$ cat src/rtl/rs_multi_cdb.sv
// Reservation station for one ALU: captures operands from NUM_CDB broadcast
// channels and issues the oldest ready entry through a registered output stage.
module rs_multi_cdb #(
    parameter int RS_DEPTH = 8,
    parameter int DATA_W   = 32,
    parameter int TAG_W    = 5,
    parameter int OP_W     = 6,
    parameter int NUM_CDB  = 2
) (
    input  logic                          clk,
    input  logic                          rst,
    input  logic                          flush,
    input  logic                          disp_valid,
    output logic                          disp_ready,
    input  logic [OP_W-1:0]               disp_op,
    input  logic [DATA_W-1:0]             disp_v1,
    input  logic [DATA_W-1:0]             disp_v2,
    input  logic [DATA_W-1:0]             disp_imm,
    input  logic [DATA_W-1:0]             disp_pc,
    input  logic [TAG_W-1:0]              disp_q1,
    input  logic [TAG_W-1:0]              disp_q2,
    input  logic [NUM_CDB-1:0]            cdb_valid,
    input  logic [NUM_CDB*TAG_W-1:0]      cdb_tag,
    input  logic [NUM_CDB*DATA_W-1:0]     cdb_data,
    output logic                          iss_valid,
    input  logic                          iss_ready,
    output logic [OP_W-1:0]               iss_op,
    output logic [DATA_W-1:0]             iss_v1,
    output logic [DATA_W-1:0]             iss_v2,
    output logic [DATA_W-1:0]             iss_imm,
    output logic [DATA_W-1:0]             iss_pc,
    output logic [$clog2(RS_DEPTH+1)-1:0] occupancy
);
    localparam int OCC_W = $clog2(RS_DEPTH + 1);
    localparam int IDX_W = $clog2(RS_DEPTH);

    // Returns {hit, data}; the lowest matching channel wins and tag 0 never hits.
    function automatic logic [DATA_W:0] cdb_lookup(
        input logic [TAG_W-1:0]          tag,
        input logic [NUM_CDB-1:0]        vld,
        input logic [NUM_CDB*TAG_W-1:0]  tags,
        input logic [NUM_CDB*DATA_W-1:0] data
    );
        logic [DATA_W:0] res;
        res = '0;
        for (int k = NUM_CDB - 1; k >= 0; k--) begin
            if (vld[k] && (tag != '0) && (tags[k*TAG_W +: TAG_W] == tag)) begin
                res = {1'b1, data[k*DATA_W +: DATA_W]};
            end
        end
        return res;
    endfunction

    logic [RS_DEPTH-1:0]               busy_q, busy_d;
    logic [OP_W-1:0]                   op_q  [RS_DEPTH];
    logic [OP_W-1:0]                   op_d  [RS_DEPTH];
    logic [DATA_W-1:0]                 v1_q  [RS_DEPTH];
    logic [DATA_W-1:0]                 v1_d  [RS_DEPTH];
    logic [DATA_W-1:0]                 v2_q  [RS_DEPTH];
    logic [DATA_W-1:0]                 v2_d  [RS_DEPTH];
    logic [DATA_W-1:0]                 imm_q [RS_DEPTH];
    logic [DATA_W-1:0]                 imm_d [RS_DEPTH];
    logic [DATA_W-1:0]                 pc_q  [RS_DEPTH];
    logic [DATA_W-1:0]                 pc_d  [RS_DEPTH];
    logic [TAG_W-1:0]                  q1_q  [RS_DEPTH];
    logic [TAG_W-1:0]                  q1_d  [RS_DEPTH];
    logic [TAG_W-1:0]                  q2_q  [RS_DEPTH];
    logic [TAG_W-1:0]                  q2_d  [RS_DEPTH];
    // age_q[i][j] set means entry i is older than entry j.
    logic [RS_DEPTH-1:0][RS_DEPTH-1:0] age_q, age_d;
    logic [OCC_W-1:0]                  occ_q, occ_d;

    logic                              iss_valid_q;
    logic [OP_W-1:0]                   iss_op_q;
    logic [DATA_W-1:0]                 iss_v1_q, iss_v2_q, iss_imm_q, iss_pc_q;

    logic [RS_DEPTH-1:0]               cand, oldest, free_oh;
    logic [IDX_W-1:0]                  sel_idx;
    logic                              any_cand, iss_load, issue_fire, disp_fire;
    logic [DATA_W:0]                   wk1 [RS_DEPTH];
    logic [DATA_W:0]                   wk2 [RS_DEPTH];
    logic [DATA_W:0]                   bp1, bp2;

    // Handshakes: a transfer happens on a rising edge where valid && ready;
    // once iss_valid is high its payload stays fixed until iss_ready is seen.
    assign disp_ready = (occ_q < OCC_W'(RS_DEPTH));
    assign disp_fire  = disp_valid && disp_ready;
    assign free_oh    = ~busy_q & (busy_q + RS_DEPTH'(1));
    assign iss_load   = !iss_valid_q || iss_ready;
    assign any_cand   = |cand;
    assign issue_fire = iss_load && any_cand;
    assign bp1        = cdb_lookup(disp_q1, cdb_valid, cdb_tag, cdb_data);
    assign bp2        = cdb_lookup(disp_q2, cdb_valid, cdb_tag, cdb_data);

    always_comb begin
        cand    = '0;
        oldest  = '0;
        sel_idx = '0;
        for (int i = 0; i < RS_DEPTH; i++) begin
            cand[i] = busy_q[i] && (q1_q[i] == '0) && (q2_q[i] == '0);
        end
        for (int i = 0; i < RS_DEPTH; i++) begin
            oldest[i] = cand[i];
            for (int j = 0; j < RS_DEPTH; j++) begin
                if ((j != i) && cand[j] && !age_q[i][j]) oldest[i] = 1'b0;
            end
        end
        for (int i = 0; i < RS_DEPTH; i++) begin
            if (oldest[i]) sel_idx = IDX_W'(i);
        end
    end

    always_comb begin
        for (int i = 0; i < RS_DEPTH; i++) begin
            wk1[i] = cdb_lookup(q1_q[i], cdb_valid, cdb_tag, cdb_data);
            wk2[i] = cdb_lookup(q2_q[i], cdb_valid, cdb_tag, cdb_data);
        end
    end

    always_comb begin
        busy_d = busy_q;
        age_d  = age_q;
        op_d   = op_q;
        v1_d   = v1_q;
        v2_d   = v2_q;
        imm_d  = imm_q;
        pc_d   = pc_q;
        q1_d   = q1_q;
        q2_d   = q2_q;
        for (int i = 0; i < RS_DEPTH; i++) begin
            if (issue_fire && oldest[i]) begin
                busy_d[i] = 1'b0;
            end else if (busy_q[i]) begin
                if (wk1[i][DATA_W]) begin
                    v1_d[i] = wk1[i][DATA_W-1:0];
                    q1_d[i] = '0;
                end
                if (wk2[i][DATA_W]) begin
                    v2_d[i] = wk2[i][DATA_W-1:0];
                    q2_d[i] = '0;
                end
            end
            // The new entry becomes the youngest: its row clears, its column sets.
            if (disp_fire && free_oh[i]) begin
                busy_d[i] = 1'b1;
                op_d[i]   = disp_op;
                imm_d[i]  = disp_imm;
                pc_d[i]   = disp_pc;
                v1_d[i]   = bp1[DATA_W] ? bp1[DATA_W-1:0] : disp_v1;
                q1_d[i]   = bp1[DATA_W] ? '0 : disp_q1;
                v2_d[i]   = bp2[DATA_W] ? bp2[DATA_W-1:0] : disp_v2;
                q2_d[i]   = bp2[DATA_W] ? '0 : disp_q2;
                age_d[i]  = '0;
            end
            for (int j = 0; j < RS_DEPTH; j++) begin
                if (disp_fire && free_oh[j] && (i != j)) age_d[i][j] = 1'b1;
            end
        end
        occ_d = occ_q;
        case ({disp_fire, issue_fire})
            2'b10:   occ_d = occ_q + OCC_W'(1);
            2'b01:   occ_d = occ_q - OCC_W'(1);
            default: occ_d = occ_q;
        endcase
    end

    always_ff @(posedge clk) begin
        if (!rst) begin
            busy_q      <= '0;
            age_q       <= '0;
            occ_q       <= '0;
            iss_valid_q <= 1'b0;
            iss_op_q    <= '0;
            iss_v1_q    <= '0;
            iss_v2_q    <= '0;
            iss_imm_q   <= '0;
            iss_pc_q    <= '0;
            for (int i = 0; i < RS_DEPTH; i++) begin
                op_q[i]  <= '0;
                v1_q[i]  <= '0;
                v2_q[i]  <= '0;
                imm_q[i] <= '0;
                pc_q[i]  <= '0;
                q1_q[i]  <= '0;
                q2_q[i]  <= '0;
            end
        end else if (flush) begin
            busy_q      <= '0;
            age_q       <= '0;
            occ_q       <= '0;
            iss_valid_q <= 1'b0;
        end else begin
            busy_q <= busy_d;
            age_q  <= age_d;
            occ_q  <= occ_d;
            op_q   <= op_d;
            v1_q   <= v1_d;
            v2_q   <= v2_d;
            imm_q  <= imm_d;
            pc_q   <= pc_d;
            q1_q   <= q1_d;
            q2_q   <= q2_d;
            if (iss_load) begin
                iss_valid_q <= any_cand;
                if (any_cand) begin
                    iss_op_q  <= op_q[sel_idx];
                    iss_v1_q  <= v1_q[sel_idx];
                    iss_v2_q  <= v2_q[sel_idx];
                    iss_imm_q <= imm_q[sel_idx];
                    iss_pc_q  <= pc_q[sel_idx];
                end
            end
        end
    end

    assign iss_valid = iss_valid_q;
    assign iss_op    = iss_op_q;
    assign iss_v1    = iss_v1_q;
    assign iss_v2    = iss_v2_q;
    assign iss_imm   = iss_imm_q;
    assign iss_pc    = iss_pc_q;
    assign occupancy = occ_q;

endmodule
$ cat config.mk
export PLATFORM = sky130hd
export DESIGN_NAME = rs_multi_cdb
export DESIGN_NICKNAME = d
export VERILOG_FILES = /design/src/rtl/rs_multi_cdb.sv
export SDC_FILE = /design/constraint.sdc
export NUM_CORES = 2
export LEC_CHECK = 0
export ABC_AREA = 1
export BUFFER_PORTS_ARGS = -buffer_cell sky130_fd_sc_hd__clkbuf_2
export CELL_PAD_IN_SITES_DETAIL_PLACEMENT = 1
export CELL_PAD_IN_SITES_GLOBAL_PLACEMENT = 2
export CORE_MARGIN = 2
export CORE_UTILIZATION = 25
export DETAILED_ROUTE_END_ITERATION = 16
export HOLD_SLACK_MARGIN = 0.15
export PLACE_DENSITY_LB_ADDON = 0.25
export SLEW_MARGIN = 20
export SYNTH_ARGS = -nofsm -noshare
export SYNTH_HDL_FRONTEND = slang
export SYNTH_SLANG_ARGS = --single-unit
$ cat constraint.sdc
create_clock -name clk -period 3.27 [get_ports clk]
set_input_delay 0.1635 -clock clk [delete_from_list [all_inputs] [get_ports clk]]
set_output_delay 0.1635 -clock clk [all_outputs]
set_load 0.02 [all_outputs]
Word-level counts from Yosys, hierarchy flattened
Index checks and enable logic that the tools add are counted.

storage, ports and cells
  logic and storage cells = 852
  output and inout port bits = 140
  input port bits = 225
  flip-flop bits (word level) = 1355

cells by class
  magnitude comparators = 2
  equal/unequal tests = 46
  bitwise gates (word level) = 5
  reduce and logical (&&, ||, !) cells = 342
  mux-type cells = 327
  add/subtract/negate cells = 3

operators by type and width
  cell                 number
  $mux 32              74
  $mux 33              36
  $bmux 32 s3          4
  $mux 5               66
  $eq 5x5->1           36
  $logic_and 1x1->1    162
  $mux 1               129
  $reduce_bool 2->1    61
  $reduce_bool 5->1    18
  $logic_not 5->1      16
  $reduce_and 4->1     16
  $logic_not 1->1      57
  $mux 8               7
  $bmux 6 s3           1
  $reduce_and 2->1     8
  $ne 2x2->1 const B   7
  $mux 3               4
  $mux 6               2
  $add 8x1->8 const B  1
  $and 8x8->8          1
  $not 8->8            1
  $pmux 4 s2           1
  $reduce_or 8->1      1
  $mux 7               1
  13 further kinds     15

Depth between registers and ports, before layout
  word-level depth = 22
  mapped depth = 22
  depth with buffers taken out = 20

Worst setup path after synthesis
OpenSTA, ideal clock, no wires.

  path kind = register to register
  from = register occ_q[3] (netlist: occupancy[3])
  to = register imm_q[32] (netlist bit)
  path slack = 0.733 ns
  period minus slack after synthesis = 2.537 ns
  cell stages (with the launch flop) = 11
  setup time = 0.124 ns
  required time = 3.146 ns
  path buffers = 2
  data arrival time = 2.412 ns
  path through = dfxtp_1 > inv_1 > nand2_1 > inv_1 > nand2_1 > nor3_2 > clkinv_1 > nor2_1 > clkbuf_1 > buf_2 > a21oi_1

between the ends
  longest elaborated chain between the ends = 4

ends and longest elaborated chain
  what                        line  source
  start, declared             71    logic [OCC_W-1:0] occ_q, occ_d;
  start signal, assigned      171   occ_q <= '0;
  start signal, assigned      190   occ_q <= '0;
  start signal, assigned      195   occ_q <= occ_d;
  $lt 4x4->1                  86    assign disp_ready = (occ_q < OCC_W'(RS_DEPTH));
  via disp_ready              14    output logic disp_ready,
  $logic_and 1x1->1           87    assign disp_fire = disp_valid && disp_ready;
  $logic_and 1x1->1           144   if (disp_fire && free_oh[i]) begin
  $reduce_and 2->1 (no line)  --
  end signal, assigned        199   imm_q <= imm_d;
  end, declared               61    logic [DATA_W-1:0] imm_q [RS_DEPTH];

The timed path passes the listed nets, and every way through them passes these cells.
A chain may end at the register's enable or synchronous reset.

Worst setup path in the final report
  from = input port disp_q1[2]
  to = register v1_q[9] (netlist bit)

between the ends
  longest elaborated chain between the ends = 7
  elaborated cells between the ends (all ways) = 11
  those cells by class = 2 x eq/ne; 4 x mux; 5 x reduce/logical

ends and longest elaborated chain
  what                            line  source
  start, declared                 20    input logic [TAG_W-1:0] disp_q1,
  $reduce_bool 5->1               47    if (vld[k] && (tag != '0) && (tags[k*TAG_W +: TAG_W] == tag)) begin
  $logic_and 1x1->1 (2 in a row)  47
  $mux 33                         47
  $mux 33 *                       47
  $mux 32 *                       149   v1_d[i] = bp1[DATA_W] ? bp1[DATA_W-1:0] : disp_v1;
  $mux 32 *                       144
  end signal, assigned            197   v1_q <= v1_d;
  end, declared                   57    logic [DATA_W-1:0] v1_q [RS_DEPTH];

Every way passes the cells marked *; elsewhere a longest branch is shown, timed or not.

==> metrics.md <==
| Metric | Value |
|---|---|
| Final nets | roughly 12,000 |
| Cells after Synth | 11,500 |
| Gpl congestion | a little under 0.9 |
| Power per cell area | 439 nW/um2 |
| DRT Pass-1 Iters | 6 |
| Largest net degree at the start of global routing | 174 |
| Critical Path Start | disp_q1[2] |
| Seq cells post-synth | 1,355 |
| Distinct cells, synth | 47 |
| CP endpoint | v1_q[9] |
| Worst-Margin Slew | approximately 1.2 ns |
| VDD IR max | 0.000358 V |
| Most common cell in the netlist | o21ai_0 |
| Htree depth | 4 |
| Leak Pwr | just under 40 nW |
| Register area share after synthesis | 36.4% |
| Top FF cell, synth | dfxtp_1 |
| Post-synth EDFFs | 0 |
| Clk_lat worst skew | 0.88 ns |
| FF+latch area | 27,100 um2 |
| Top-area cell type share of the netlist area | 36.4% |
| Layout cells sized above 1 | between 10% and 20% |
| Setup Crit Path Kind | in2reg |
| Setup crit end kind | register |
| Overall Power | 40.8 mW |
| Die Wd | 550 um |
| Post-DR wirelength/cell | 26.6 um |
| CTS Buf Count | 178 |
| Vias in the first global route | 86,200 |
| Hpwl dp | around 270,000 um |
| R2R setup slack | between 0.1 and 0.15 ns |
| Final hold viol count | 0 |
| Starting Density | 25.1% |
| Syn Std Cell Area | 74,600 um2 |
| Chip height | 550 um |
| Post-route cell area | a little over 90,000 um2 |
| Reg clk slew, reported paths | about 0.06 ns |
| Largest stage delay, worst path | between 0.6 and 0.7 ns |
| Fmax | 316 MHz |
| Die area | 303,000 um2 |
| Cell taking the most area after synthesis | dfxtp_1 |
| Rows | 200 |
| Slowest CP cell | dlygate4sd3_1 |
| Area grow syn2layout | 24.4% |
| Via count | ~85,000 |
| # fillers | 36,600 |
| Clk sinks | 1,355 |
| Multi-input logic area | approximately 38,000 um2 |
| Rel. slew slack | between 20% and 30% |
| CTS Buffer Depth | 4 |
| Ys async rst share | 0% |
| Total track usage | 26.7% |
| Final Cycle Share | 96.8% |
| Avg Cell Area, Syn | 6.51 um2 |
| Place WS | -0.222 ns |
| RR Endpoint | iss_op[4] |
| Syn. warnings | 0 |
| DRC errors left | 0 |
| CP max FO | 13 |
| CTS tree | built |
| Status | complete, no violations |
| Detail Route Antenna Nets | 0 |
| Placed Area | 84,300 um2 |
| Hold Startpoint | cdb_data[34] |
| Final slew viol count | 0 |
| Vias per cell | about 5.4 |
| Area contributors post-synth | dfxtp_1 36%, o21ai_0 13%, nand3_1 9.7% |
| Crit-path most repeated cell | dlygate4sd3_1 |
| First-pass GRT wire length | roughly 610,000 um |
| Req. time, crit path | 4.03 ns |
| Fin worst setup slack | 0.104 ns |
| Initial antenna violation count | 19 |
| Reg2reg start | q1_q[39] |
| Port bufs | about 360 |
| Core ar. | 297,000 um2 |
| Tmin final | 3.17 ns |
| DRT iter0 DRCs | 6,633 |
| GRT overflow | 0 |
| RSZ-0062 raised after global routing | yes |
| CP Data Arrival Time | a little under 4 ns |
| Final WL | between 400,000 and 500,000 um |
| Worst Hold Class | in2reg |
| Reg2reg path depth | 19 |
| Ports | 365 |
| Startpoint types | primary input |
| Worst clock skew | a little under 0.07 ns |
| Root Buffer | clkbuf_16 |
| Cell chain of the critical path | dlygate4sd3_1 -> clkbuf_2 -> xor2_1 -> nor4_1 -> nand2_1 -> nand2_8 -> buf_12 -> buf_4 -> o211ai_1 -> o21ai_0 -> dlygate4sd3_1 -> a21oi_1 -> dlygate4sd3_1 -> o21ai_0 -> inv_1 |
| Syn nets | 11,700 |
| Commonest cells post-synth | 1,951 x o21ai_0, 1,735 x nand2_1, 1,516 x inv_1 |
| Max-cap violations | 0 |
| Final setup violation count | 0 |
[flip-flops by register name (all words and copies together), names as in the netlist, 40 cells and up]
register	count
v1_q	256
age_q	56
imm_q	256
q2_q	40
v2_q	256
pc_q	256
q1_q	40
op_q	48
[critical path: cells and delay by family]
kind	cells	cell delay (ns)
and+or+nand+nor	3	0.78
AOI/OAI and AO/OA	4	0.46
xor gates and xnor gates	1	0.15
buffers and inverters	7	2.37
[worst min path at each step]
stage	slack, ns	to	cells past startpoint
2_1_floorplan	0.30	op_q[10]	2
3_3_place_gp	0.44	op_q[39]	2
3_5_place_dp	0.44	v1_q[155]	2
4_1_cts	0.15	v2_q[120]	7
5_1_grt	0.25	pc_q[146]	4
6_report	0.20	v2_q[66]	7
[cell type report]
class | count | area share [%]
diodes | 4 | 0.0108
clock buffers | 261 | 5.65
clock inverters | 46 | 0.523
inverters | 1547 | 6.27
multi-input cells | 7500 | 40.9
flip-flops and latches | 1355 | 29.2
well taps | 3939 | 5.31
repair buffers | 1160 | 12.1
[report_power, final]
group	internal (mW)	leakage [nW]	switching, mW
combinational	1.12	24.9	2.69
clock	11.7	2.84	8.30
sequential	16.7	10.9	0.173
[per-layer routing]
layer | wire length, um | up-vias | GRT usage [%]
met4 | 24000 | 4 | 13.8
met5 | 33 | - | 0
met1 | 181000 | 42800 | 33.8
met3 | 22300 | 858 | 3.57
li1 | - | 39000 | -
met2 | 194000 | 2666 | 44.2
[metrics by stage]
step	hold WS, ns	util [%]	cells	setup TNS (ns)
3_5_place_dp	0.444	28.4	15300	-18.39
6_report	0.199	31.2	15800	0
3_3_place_gp	0.436	28.4	15300	-16.47
2_1_floorplan	0.298	-	11500	0
4_1_cts	0.152	31.0	15800	0
5_1_grt	0.245	31.2	15800	-0.0601
[cells by family after synthesis]
logic type / count (synthesis) / share of synthesized area, %
adder cells (fa/ha/maj): 4 / 0.0771
flip-flops: 1355 / 36.4
buffers and inverters: 2613 / 13.5
XOR/XNOR: 79 / 0.927
multiplexers: 4 / 0.0537
AO/OA/AOI/OAI: 3860 / 28.4
AND/OR/NAND/NOR: 3553 / 20.7
[what timing repair did]
action                     in CTS  in global routing
pin swaps                       2                  8
hold buffers                  195                  1
setup endpoints to repair     266                282
hold endpoints to repair     1041                  1
buffers inserted                1                 13
gates cloned                    0                 11
resized for setup               9                 71
[cells in the final DEF, fill, tap and decap left out, types with 20 or more instances in the layout]
master	count
nor2_1	225
o22ai_1	46
nor3_1	46
a311oi_1	26
o21ai_0	1950
buf_4	374
a21oi_1	1147
clkbuf_2	363
dlygate4sd3_1	196
nor4_1	25
xor2_1	61
clkbuf_16	192
clkbuf_1	39
clkbuf_8	41
nand2_1	1702
a211oi_1	21
o211ai_1	597
clkinv_2	28
nand4_1	20
inv_1	1506
dfxtp_1	1350
nand3_1	1436
nand2_2	28
inv_2	33
buf_12	184
Note: power is estimated with default switching activity, not from simulation.
